## config.mk

```make
export PLATFORM = sky130hd
export DESIGN_NAME = vector_seq
export DESIGN_NICKNAME = d
export VERILOG_FILES = /design/src/rtl/vector_seq.sv
export SDC_FILE = /design/constraint.sdc
export NUM_CORES = 1
export LEC_CHECK = 0
export CAP_MARGIN = 0
export CORE_MARGIN = 3
export CORE_UTILIZATION = 34
export CTS_BUF_LIST = sky130_fd_sc_hd__clkbuf_16
export DETAILED_ROUTE_END_ITERATION = 10
export GPL_TIMING_DRIVEN = 0
export SLEW_MARGIN = 10
export SYNTH_ARGS = -nofsm -noshare
export SYNTH_HDL_FRONTEND = slang
export SYNTH_SLANG_ARGS = --single-unit
```

## constraint.sdc

```tcl
create_clock -name clk -period 13.38 [get_ports clk]
set_input_delay 2.676 -clock clk [delete_from_list [all_inputs] [get_ports clk]]
set_output_delay 2.676 -clock clk [all_outputs]
set_load 0.005 [all_outputs]
```

## src/rtl/vector_seq.sv

```systemverilog
// Vector display image sequencer: walks a point ROM, decodes move/draw/end entries
// and emits a Bresenham-rasterised beam-position stream with a valid/ready handshake.
module vector_seq #(
    parameter int ADDRESSWIDTH  = 16,
    parameter int DATAWIDTH     = 18,
    parameter int SETTLE_CYCLES = 4
) (
    input  logic                    clk,
    input  logic                    rst_n,
    input  logic                    start,
    input  logic [ADDRESSWIDTH-1:0] start_addr,
    output logic [ADDRESSWIDTH-1:0] rom_addr,
    input  logic [DATAWIDTH-1:0]    rom_data,
    output logic [7:0]              x_out,
    output logic [7:0]              y_out,
    output logic                    beam_on,
    output logic                    pt_valid,
    input  logic                    pt_ready,
    output logic                    busy,
    output logic                    done,
    output logic                    err
);
    localparam int CW = (SETTLE_CYCLES > 1) ? $clog2(SETTLE_CYCLES) : 1;

    typedef enum logic [2:0] {IDLE, FETCH, MOVE, SETTLE, DRAW} state_t;
    state_t state;

    logic [7:0]         cx, cy, tx, ty;
    logic signed [10:0] berr, bdx, bdy;
    logic               bsx, bsy;
    logic [CW-1:0]      cnt;

    logic [7:0]         fx, fy;
    logic [1:0]         kind;
    logic signed [10:0] ddx, ddy, adx, ady;
    assign fx   = rom_data[17:10];
    assign fy   = rom_data[9:2];
    assign kind = rom_data[1:0];
    assign ddx  = $signed({3'b000, fx}) - $signed({3'b000, cx});
    assign ddy  = $signed({3'b000, fy}) - $signed({3'b000, cy});
    assign adx  = ddx[10] ? -ddx : ddx;
    assign ady  = ddy[10] ? -ddy : ddy;

    // One Bresenham step; in FETCH it is seeded from the freshly decoded entry so the
    // first stepped point can be presented the cycle after the fetch.
    logic [7:0]         px, py, nx, ny;
    logic signed [10:0] pe, pdx, pdy, ne;
    logic signed [11:0] e2, pdx12, pdy12;
    logic               psx, psy, stepx, stepy;
    always_comb begin
        if (state == FETCH) begin
            px = cx;  py = cy;  pe = adx - ady;
            pdx = adx;  pdy = -ady;  psx = ~ddx[10];  psy = ~ddy[10];
        end else begin
            px = x_out;  py = y_out;  pe = berr;
            pdx = bdx;  pdy = bdy;  psx = bsx;  psy = bsy;
        end
        e2    = {pe, 1'b0};
        pdx12 = {pdx[10], pdx};
        pdy12 = {pdy[10], pdy};
        stepx = (e2 >= pdy12);
        stepy = (e2 <= pdx12);
        nx    = stepx ? (psx ? px + 8'd1 : px - 8'd1) : px;
        ny    = stepy ? (psy ? py + 8'd1 : py - 8'd1) : py;
        ne    = pe + (stepx ? pdy : 11'sd0) + (stepy ? pdx : 11'sd0);
    end

    logic hs, at_tgt, adv;
    assign hs     = pt_valid && pt_ready;
    assign at_tgt = (x_out == tx) && (y_out == ty);
    assign adv    = ((state == SETTLE) && (cnt == '0)) ||
                    ((state == MOVE) && hs && (SETTLE_CYCLES == 0)) ||
                    ((state == DRAW) && hs && at_tgt);

    always_ff @(posedge clk) begin
        if (!rst_n) begin
            state    <= IDLE;
            rom_addr <= '0;
            x_out    <= '0;
            y_out    <= '0;
            beam_on  <= 1'b0;
            pt_valid <= 1'b0;
            busy     <= 1'b0;
            done     <= 1'b0;
            err      <= 1'b0;
            cx       <= '0;
            cy       <= '0;
            tx       <= '0;
            ty       <= '0;
            berr     <= '0;
            bdx      <= '0;
            bdy      <= '0;
            bsx      <= 1'b0;
            bsy      <= 1'b0;
            cnt      <= '0;
        end else begin
            done <= 1'b0;
            err  <= 1'b0;
            case (state)
                IDLE: if (start && !done) begin
                    rom_addr <= start_addr;
                    busy     <= 1'b1;
                    state    <= FETCH;
                end
                FETCH: begin
                    tx <= fx;
                    ty <= fy;
                    case (kind)
                        2'b01: begin
                            x_out <= fx;  y_out <= fy;
                            beam_on <= 1'b0;  pt_valid <= 1'b1;  state <= MOVE;
                        end
                        2'b10: begin
                            beam_on <= 1'b1;  pt_valid <= 1'b1;  state <= DRAW;
                            bdx <= adx;  bdy <= -ady;  bsx <= ~ddx[10];  bsy <= ~ddy[10];
                            if (fx == cx && fy == cy) begin
                                x_out <= fx;  y_out <= fy;
                            end else begin
                                x_out <= nx;  y_out <= ny;  berr <= ne;
                            end
                        end
                        2'b11: begin
                            done <= 1'b1;  busy <= 1'b0;  state <= IDLE;
                        end
                        default: begin
                            done <= 1'b1;  err <= 1'b1;  busy <= 1'b0;  state <= IDLE;
                        end
                    endcase
                end
                MOVE: if (hs) begin
                    cx <= tx;  cy <= ty;  pt_valid <= 1'b0;
                    state <= SETTLE;
                    cnt   <= CW'(SETTLE_CYCLES - 1);
                end
                SETTLE: if (cnt != '0) cnt <= cnt - 1'b1;
                DRAW: if (hs) begin
                    if (at_tgt) begin
                        cx <= tx;  cy <= ty;  pt_valid <= 1'b0;
                    end else begin
                        x_out <= nx;  y_out <= ny;  berr <= ne;
                    end
                end
                default: state <= IDLE;
            endcase
            // Entry finished: step to the next one, or stop at the top of the ROM.
            if (adv) begin
                if (&rom_addr) begin
                    done <= 1'b1;  err <= 1'b1;  busy <= 1'b0;  state <= IDLE;
                end else begin
                    rom_addr <= rom_addr + 1'b1;
                    state    <= FETCH;
                end
            end
        end
    end
endmodule

```

## Word-level counts from Yosys, hierarchy flattened

Index checks and enable logic that the tools add are counted.

- Register bits after elaboration: 109
- Input bits: 38
- Word-level logic and storage cells: 159

- Add/sub/neg operators: 14
- $lt $le $gt $ge: 2
- Equal/unequal tests: 23
- Mux-type cells: 70
- Bitwise gates (word level): 2
- Reduce and logical (&&, ||, !) cells: 29

Operators with widths:

| operator | count |
|---|---|
| $mux W8 | 18 |
| $mux W11 | 11 |
| $pmux W8 S2 | 6 |
| $mux W16 | 4 |
| $eq A8 B8 Y1 | 4 |
| $add A11 B11 Y11 | 2 |
| $neg A9 Y11 | 2 |
| $pmux W11 S2 | 1 |
| $mux W1 | 19 |
| $sub A8 B8 Y9 | 2 |
| $add A16 B1 Y16 const B | 1 |
| $add A8 B1 Y8 const B | 2 |
| $reduce_and A16 Y1 | 1 |
| $sub A8 B1 Y8 const B | 2 |
| $ge A12 B11 Y1 | 1 |
| $le A12 B11 Y1 | 1 |
| $ne A2 B2 Y1 const B | 6 |
| $pmux W3 S4 | 1 |
| $neg A11 Y11 | 1 |
| $sub A11 B11 Y11 | 1 |
| $reduce_and A5 Y1 | 2 |
| $reduce_bool A2 Y1 | 5 |
| $mux W3 | 3 |
| $reduce_and A4 Y1 | 2 |
| 25 further kinds | 42 |

## Logic depth before layout (Yosys ltp)

Gate-level depths: netlist of the first run.

- Depth after elaboration: 12
- Gate-level depth with buffers: 46
- Depth with buffers taken out: 45

## Least setup slack after synthesis of the first run

No wires, ideal clock.

- Kind: in2reg
- From: input port rom_data[10]
- To: register berr[10]
- Library setup time: 0.136 ns
- Data arrival time: 10.811 ns
- Required time: 13.244 ns
- Path slack: 2.433 ns
- Stages on the path: 45
- Path through: inv_1 > ha_1 > inv_1 > fa_1 > a211oi_2 > nor3_1 > nor3_1 > mux2i_1 > inv_1 > fa_1 > a21o_1 > a21oi_1 > nor2_1 > a211oi_1 > a22oi_1 > nor2_1 > o21ai_0 > xnor2_1 > [... 9 more ...] > o32ai_2 > nor3_4 > buf_6 > or2_1 > fa_1 > inv_1 > ha_1 > a21o_1 > a21oi_1 > o21bai_1 > a21oi_1 > o21bai_1 > a21oi_1 > o21bai_1 > a21oi_1 > xnor2_1 > xnor2_1 > o22ai_1

- Longest elaborated chain between the ends: 12

RTL lines:

| element | RTL line | RTL |
|---|---|---|
| start, declared | 13 | `input logic [DATAWIDTH-1:0] rom_data,` |
| $sub A8 B8 Y9 * | 39 | `assign ddx = $signed({3'b000, fx}) - $signed({3'b000, cx});` |
| $neg A9 Y11 | 41 | `assign adx = ddx[10] ? -ddx : ddx;` |
| $mux W11 * | 41 |  |
| named net adx[1] | 35 | `logic signed [10:0] ddx, ddy, adx, ady;` |
| $sub A11 B11 Y11 | 52 | `px = cx; py = cy; pe = adx - ady;` |
| $mux W11 | 51 | `if (state == FETCH) begin` |
| $ge A12 B11 Y1 | 61 | `stepx = (e2 >= pdy12);` |
| $mux W11 | 65 | `ne = pe + (stepx ? pdy : 11'sd0) + (stepy ? pdx : 11'sd0);` |
| $add A11 B11 Y11 | 65 |  |
| $add A11 B11 Y11 * | 65 |  |
| $mux W11, on equally long branches | 137, 116 |  |
| $mux W11, on equally long branches | 136, 108 |  |
| $pmux W11 S2 * | 99 | `case (state)` |
| end signal, assigned | 119 | `x_out <= nx; y_out <= ny; berr <= ne;` |
| end signal, assigned | 140 | `x_out <= nx; y_out <= ny; berr <= ne;` |
| end, declared | 29 | `logic signed [10:0] berr, bdx, bdy;` |

The timed path passes the listed nets; every way through them passes the cells marked *. The select of a mux whose other input is x is not followed.
A chain may end at the register's enable or synchronous reset.

## Final worst setup path of the first run

Same ends and word-level chain as after synthesis.

==> results_dict.tcl, run 1 <==
set metrics [dict create \
    status "finished clean" \
    hold_viol_final 0 \
    vias_per_cell 5.36 \
    fin_cells 1560 \
    p_total_uw 1240 \
    worst-setup-path-type "in2reg" \
    drc_errors 0 \
    syn_avg_cell_area_um2 7.90 \
    wire_per_inst_um 17.8 \
    netlist_instances 1140 \
    r2r_start "cx[0]" \
    max-vdd-ir-drop_mv 0.0700 \
    drive_above_1_share 0.0341 \
    critPathMaxStageDelay_ns 0.54 \
    hold_class "reg2reg" \
    finalMaxSlewViolations 0 \
    relSlewSlack 0.329 \
    postCtsHoldBufs 0 \
    worstHoldStart "bdy[7]" \
    grt_pass1_wl_mm 44.0 \
    syn-cell-area_um2 9010 \
    crit_top_cell "a21oi_1" \
    seq_area_frac_synth 0.242 \
    cts_sinks 109 \
    synth_seq_cells 109 \
    root_buffer "clkbuf_16" \
    max_clock_freq_mhz 79.8 \
    dieArea_um2 28500 \
    cts_tree "built" \
    fin_crit_sh 0.937 \
    finalWeightedCongestion 0.875 \
    fin_tns_setup_ns 0 \
    fp.coreArea_um2 25600 \
    final_cell_mix "144 x nand2_1, 109 x dfxtp_1, 83 x inv_1" \
    cts_max_level 3 \
    slowest_stage "mux2i_1" \
    cts.clk_slew.worst_paths_ns 0.08 \
    grt_max_degree 21 \
    vias 8358 \
    grt_setup_unrepaired "no" \
    cap_violations 0 \
    async_flop_share 0 \
    drtIter0Drc 594 \
    diodes 0 \
    setup_viol 0 \
    final_nets 1352 \
    rows 58 \
    startpoint "rom_data[10]" \
    tightest_slew_ns 1.01 \
    fin_skew_ns 0.0122 \
    grt_pass1_vias 8043 \
    nFillCells 2662 \
    hpwl_mm 21.9 \
    first_pass_iters 5 \
    area_growth_pct 16.1 \
    arrival_ns 12.75 \
    port_buffers 73 \
    cp-start-kind "primary input" \
    ant_nets 0 \
    p_leak_uw 0.00432 \
    dpl_cell_area_um2 10200 \
    fp.dieW_um 169 \
    final_common_cell "nand2_1" \
    powerDensity_nw_per_um2 118 \
    synth_fp_nets 1267 \
    synth-main-ff-cell "dfxtp_1" \
    grt_usage 0.194 \
    clkLatencyLatePin_ns 0.36 \
    crit_fanout 10 \
    drt_wl_total_mm 27.8 \
    synth_cell_types 72 \
    postLayoutCellArea_um2 10500 \
    period_minus_slack_ns 12.54 \
    yosys_warnings 0 \
    ioPinCount 75 \
    antenna_found_initial 0 \
    required_ns 13.60 \
    synth_edf_count 0 \
    crit_path_end_kind "flip-flop" \
    dpl.cell_count 1543 \
    die_y_um 169 \
    grt-ovfl-total 0 \
    max-clock-path-buffers 2 \
    cts_buffers 9 \
    start_util 0.352 \
]
through the flow:
stage	setup WS [ns]	utilization	hold WS, ns
after CTS	0.387	0.408	0.473
after global routing	0.202	0.408	0.493
after floorplan	2.43	-	0.443
after detailed placement	0.0241	0.396	0.461
after global placement	0.0858	0.396	0.451
final	0.844	0.408	0.478
power breakdown:
part           internal [uW]  switching [uW]
Combinational            248             348
Sequential               344            19.8
Clock                    132             144
Total                    724             512
final timing paths:
kind / end / depth (start not counted) / slack [ns]
max: berr[10] / 45 / 0.84
min: bdy[7] / 2 / 0.48
max reg2reg: berr[10] / 43 / 3.29
min reg2reg: bdy[7] / 2 / 0.48
cells in the mapped netlist, types with 16 or more instances:
cell type	instances	share of area
a21boi_0	24	0.020
a21oi_1	73	0.041
clkbuf_1	47	0.020
dfxtp_1	109	0.24
fa_1	16	0.036
ha_1	73	0.10
inv_1	82	0.034
mux2i_1	40	0.044
nand2_1	144	0.060
nand4_1	20	0.014
nor2_1	70	0.029
nor2b_1	49	0.034
o211a_1	21	0.023
o21ai_0	54	0.030
xnor2_1	39	0.038
xor2_1	44	0.043
routing by layer:
| metal | wire length (um) | GRT usage | vias to the layer above |
|---|---|---|---|
| li1 | - | - | 4133 |
| met1 | 13100 | 0.269 | 3975 |
| met2 | 12700 | 0.316 | 214 |
| met3 | 1350 | 0.0283 | 36 |
| met4 | 652 | 0.0544 | 0 |
| met5 | 0 | 0 | - |
what timing repair did:
item                       in CTS  in global routing
gates resized for setup         0                  1
setup endpoints to repair       0                  3
setup buffers                   0                  1
critical path: cells and delay by family:
kind                     cells  cell delay, ns
buffers and inverters        6            1.00
adder cells (fa/ha/maj)      6            2.25
XOR/XNOR                     3            0.52
multiplexers                 1            0.54
AND/OR/NAND/NOR              9            1.54
AO/OA/AOI/OAI               20            4.21
cell families (layout without fill, tap and decap cells):
logic type / Yosys count / after routing / synth area share
and+or+nand+nor: 396 / 396 / 0.219
AOI/OAI and AO/OA: 278 / 278 / 0.212
buffers and inverters: 141 / 231 / 0.0611
DFF: 109 / 109 / 0.242
adders and majority gates: 90 / 90 / 0.138
xor gates and xnor gates: 83 / 83 / 0.0807
muxes: 41 / 41 / 0.0457
other: 2 / 2 / 0.000833
state kept, by name (all words and copies together) (netlist names), 2 cells and up:
register  cells
state         3
x_out         8
cy            8
ty            8
cnt           2
bdx          11
bdy          11
rom_addr     16
cx            8
berr         11
tx            8
y_out         8
area by class of cell:
cell class	instances	area (um2)	share of cell area
Tap cell	330	413	0.0395
Sequential cell	109	2180	0.209
Clock inverter	7	68.8	0.00658
Buffer	59	243	0.0232
Multi-Input combinational cell	890	6280	0.601
Clock buffer	9	225	0.0215
Inverter	82	308	0.0294
Timing Repair Buffer	74	738	0.0706
(Power assumes the default switching activity.)
==> run 2, diff against run 1 <==
--- a/config.mk
+++ b/config.mk
@@ -11,6 +11,7 @@
 export CTS_BUF_LIST = sky130_fd_sc_hd__clkbuf_16
 export DETAILED_ROUTE_END_ITERATION = 10
 export GPL_TIMING_DRIVEN = 0
+export REMOVE_ABC_BUFFERS = 1
 export SLEW_MARGIN = 10
 export SYNTH_ARGS = -nofsm -noshare
 export SYNTH_HDL_FRONTEND = slang
==> run 2 against run 1 <==
Compared with the run above:
- first-iteration DRC count decreased by 19%
- clock-buffer cell count did not move
- fmax increased by 0.54%
- combinational power shrank 3.7%
- non-clock buffer count decreased by 50
- sequential cell count unchanged
- worst hold slack worse by 0.0084 ns
- die area unchanged
- core utilization fell by 0.36 points
- critical path type unchanged
==> results_dict.tcl, run 2 (synthesized netlist as in run 1, its figures left out) <==
set metrics [dict create \
    vias_per_cell 5.19 \
    setup_viol 0 \
    drc_errors 0 \
    p_leak_uw 0.00429 \
    fin_skew_ns 0.00783 \
    max_clock_freq_mhz 80.2 \
    grt_pass1_wl_mm 38.2 \
    worst-setup-path-type "in2reg" \
    grt_pass1_vias 7405 \
    clkLatencyLatePin_ns 0.36 \
    diodes 0 \
    hpwl_mm 17.6 \
    final_cell_mix "144 x nand2_1, 109 x dfxtp_1, 82 x inv_1" \
    final_common_cell "nand2_1" \
    port_buffers 74 \
    whs_ns 0.470 \
    finalWeightedCongestion 0.868 \
    cts_sinks 109 \
    crit_top_cell "a21oi_1" \
    ioPinCount 75 \
    dieArea_um2 28500 \
    hold_class "reg2reg" \
    max-vdd-ir-drop_mv 0.0628 \
    drt_wl_total_mm 23.3 \
    drtIter0Drc 479 \
    nFillCells 2621 \
    tightest_slew_ns 0.934 \
    slowest_stage "nor3_1" \
    required_ns 13.59 \
    fp.coreArea_um2 25600 \
    fin_crit_sh 0.932 \
    cts_tree "built" \
    max-clock-path-buffers 2 \
    crit_path_end_kind "flip-flop" \
    final_nets 1302 \
    cts_max_level 3 \
    multi_input_area_um2 6310 \
    arrival_ns 12.68 \
    powerDensity_nw_per_um2 117 \
    cts_resized 0 \
    area_growth_pct 15.1 \
    grt-ovfl-total 0 \
    utilization 0.405 \
    ff_latch_area_um2 2180 \
    drive_above_1_share 0.0415 \
    fp.dieW_um 169 \
    cap_violations 0 \
    hold_viol_final 0 \
    cts.clk_slew.worst_paths_ns 0.08 \
    rows 58 \
    largest_register_ffs 16 \
    cts_buffers 9 \
    crit_fanout 10 \
    first_pass_iters 5 \
    top_register "rom_addr" \
    grt_usage 0.163 \
    antenna_found_initial 0 \
    p_total_uw 1210 \
    critPathMaxStageDelay_ns 0.65 \
    ant_nets 0 \
    cp-start-kind "primary input" \
    wire_per_inst_um 15.5 \
    start_util 0.352 \
    vias 7832 \
    relSlewSlack 0.377 \
    period_minus_slack_ns 12.47 \
    grt_max_degree 65 \
    root_buffer "clkbuf_16" \
    grt_setup_unrepaired "no" \
    fin_tns_setup_ns 0 \
    status "finished clean" \
    finalMaxSlewViolations 0 \
    die_y_um 169 \
]
## run 2: cell types whose count changed in the layout (fill, tap and decap cells not counted), moves of 2 or more
cell / change
buf_12: +3
clkbuf_1: -47
buf_2: -5
buf_4: +2
inv_8: -2
buf_1: -5
clkinvlp_4: +2
## run 2: power breakdown
group / internal [uW] / total [uW] / switching [uW] / leakage (uW)
registers: 344 / 366 / 21.3 / 0.000885
clock network: 129 / 269 / 140 / 0.000133
logic: 252 / 574 / 322 / 0.00327
## run 2: worst paths after layout
check	start	endpoint	slack [ns]	depth (start not counted)
worst min register to register	bdy[1]	bdy[1]	0.47	2
worst max register to register	cx[0]	berr[10]	3.37	44
worst max-delay path	rom_data[10]	berr[10]	0.91	46
worst min-delay path	bdy[1]	bdy[1]	0.47	2
## run 2: layout make-up
type,instances,area share
Timing Repair Buffer,83,0.0843
Sequential cell,109,0.210
Clock buffer,9,0.0217
Clock inverter,7,0.00531
Tap cell,330,0.0398
Multi-Input combinational cell,890,0.609
Inverter,82,0.0297
## run 2: critical path: cells and delay by family
| family | cells | cell delay [ns] |
|---|---|---|
| buffers and inverters | 6 | 1.02 |
| muxes | 1 | 0.49 |
| adders and majority gates | 6 | 2.09 |
| xor gates and xnor gates | 3 | 0.54 |
| AOI/OAI and AO/OA | 21 | 4.11 |
| and+or+nand+nor | 9 | 1.75 |
## run 2: per-layer routing
layer,vias to the layer above,global-route usage,wire length [um]
li1,4020,-,-
met1,3660,0.229,11600
met2,134,0.265,10700
met3,18,0.0210,693
met4,0,0.0398,318
met5,-,0,0
## run 2: through the flow
step,std cells,area [um2],setup slack (ns)
after floorplan,1081,8770,2.20
after global placement,1485,9920,-0.230
after detailed placement,1492,10100,0.0843
after CTS,1508,10300,0.416
after global routing,1510,10400,0.152
final,1510,10400,0.911
## run 2: repair_timing
| action | 4_1_cts | 5_1_grt |
|---|---|---|
| endpoints found under the setup margin | 0 | 2 |
| hold endpoints to repair | 0 | 0 |
| hold buffers | 0 | 0 |
| buffers inserted | 0 | 2 |
==> run 3, diff against run 2 <==
--- a/config.mk
+++ b/config.mk
@@ -5,7 +5,6 @@
 export SDC_FILE = /design/constraint.sdc
 export NUM_CORES = 1
 export LEC_CHECK = 0
-export CAP_MARGIN = 0
 export CORE_MARGIN = 3
 export CORE_UTILIZATION = 34
 export CTS_BUF_LIST = sky130_fd_sc_hd__clkbuf_16
==> results of run 3 <==
Same layout as run 2: the final DEF is identical, and so are final timing and power.
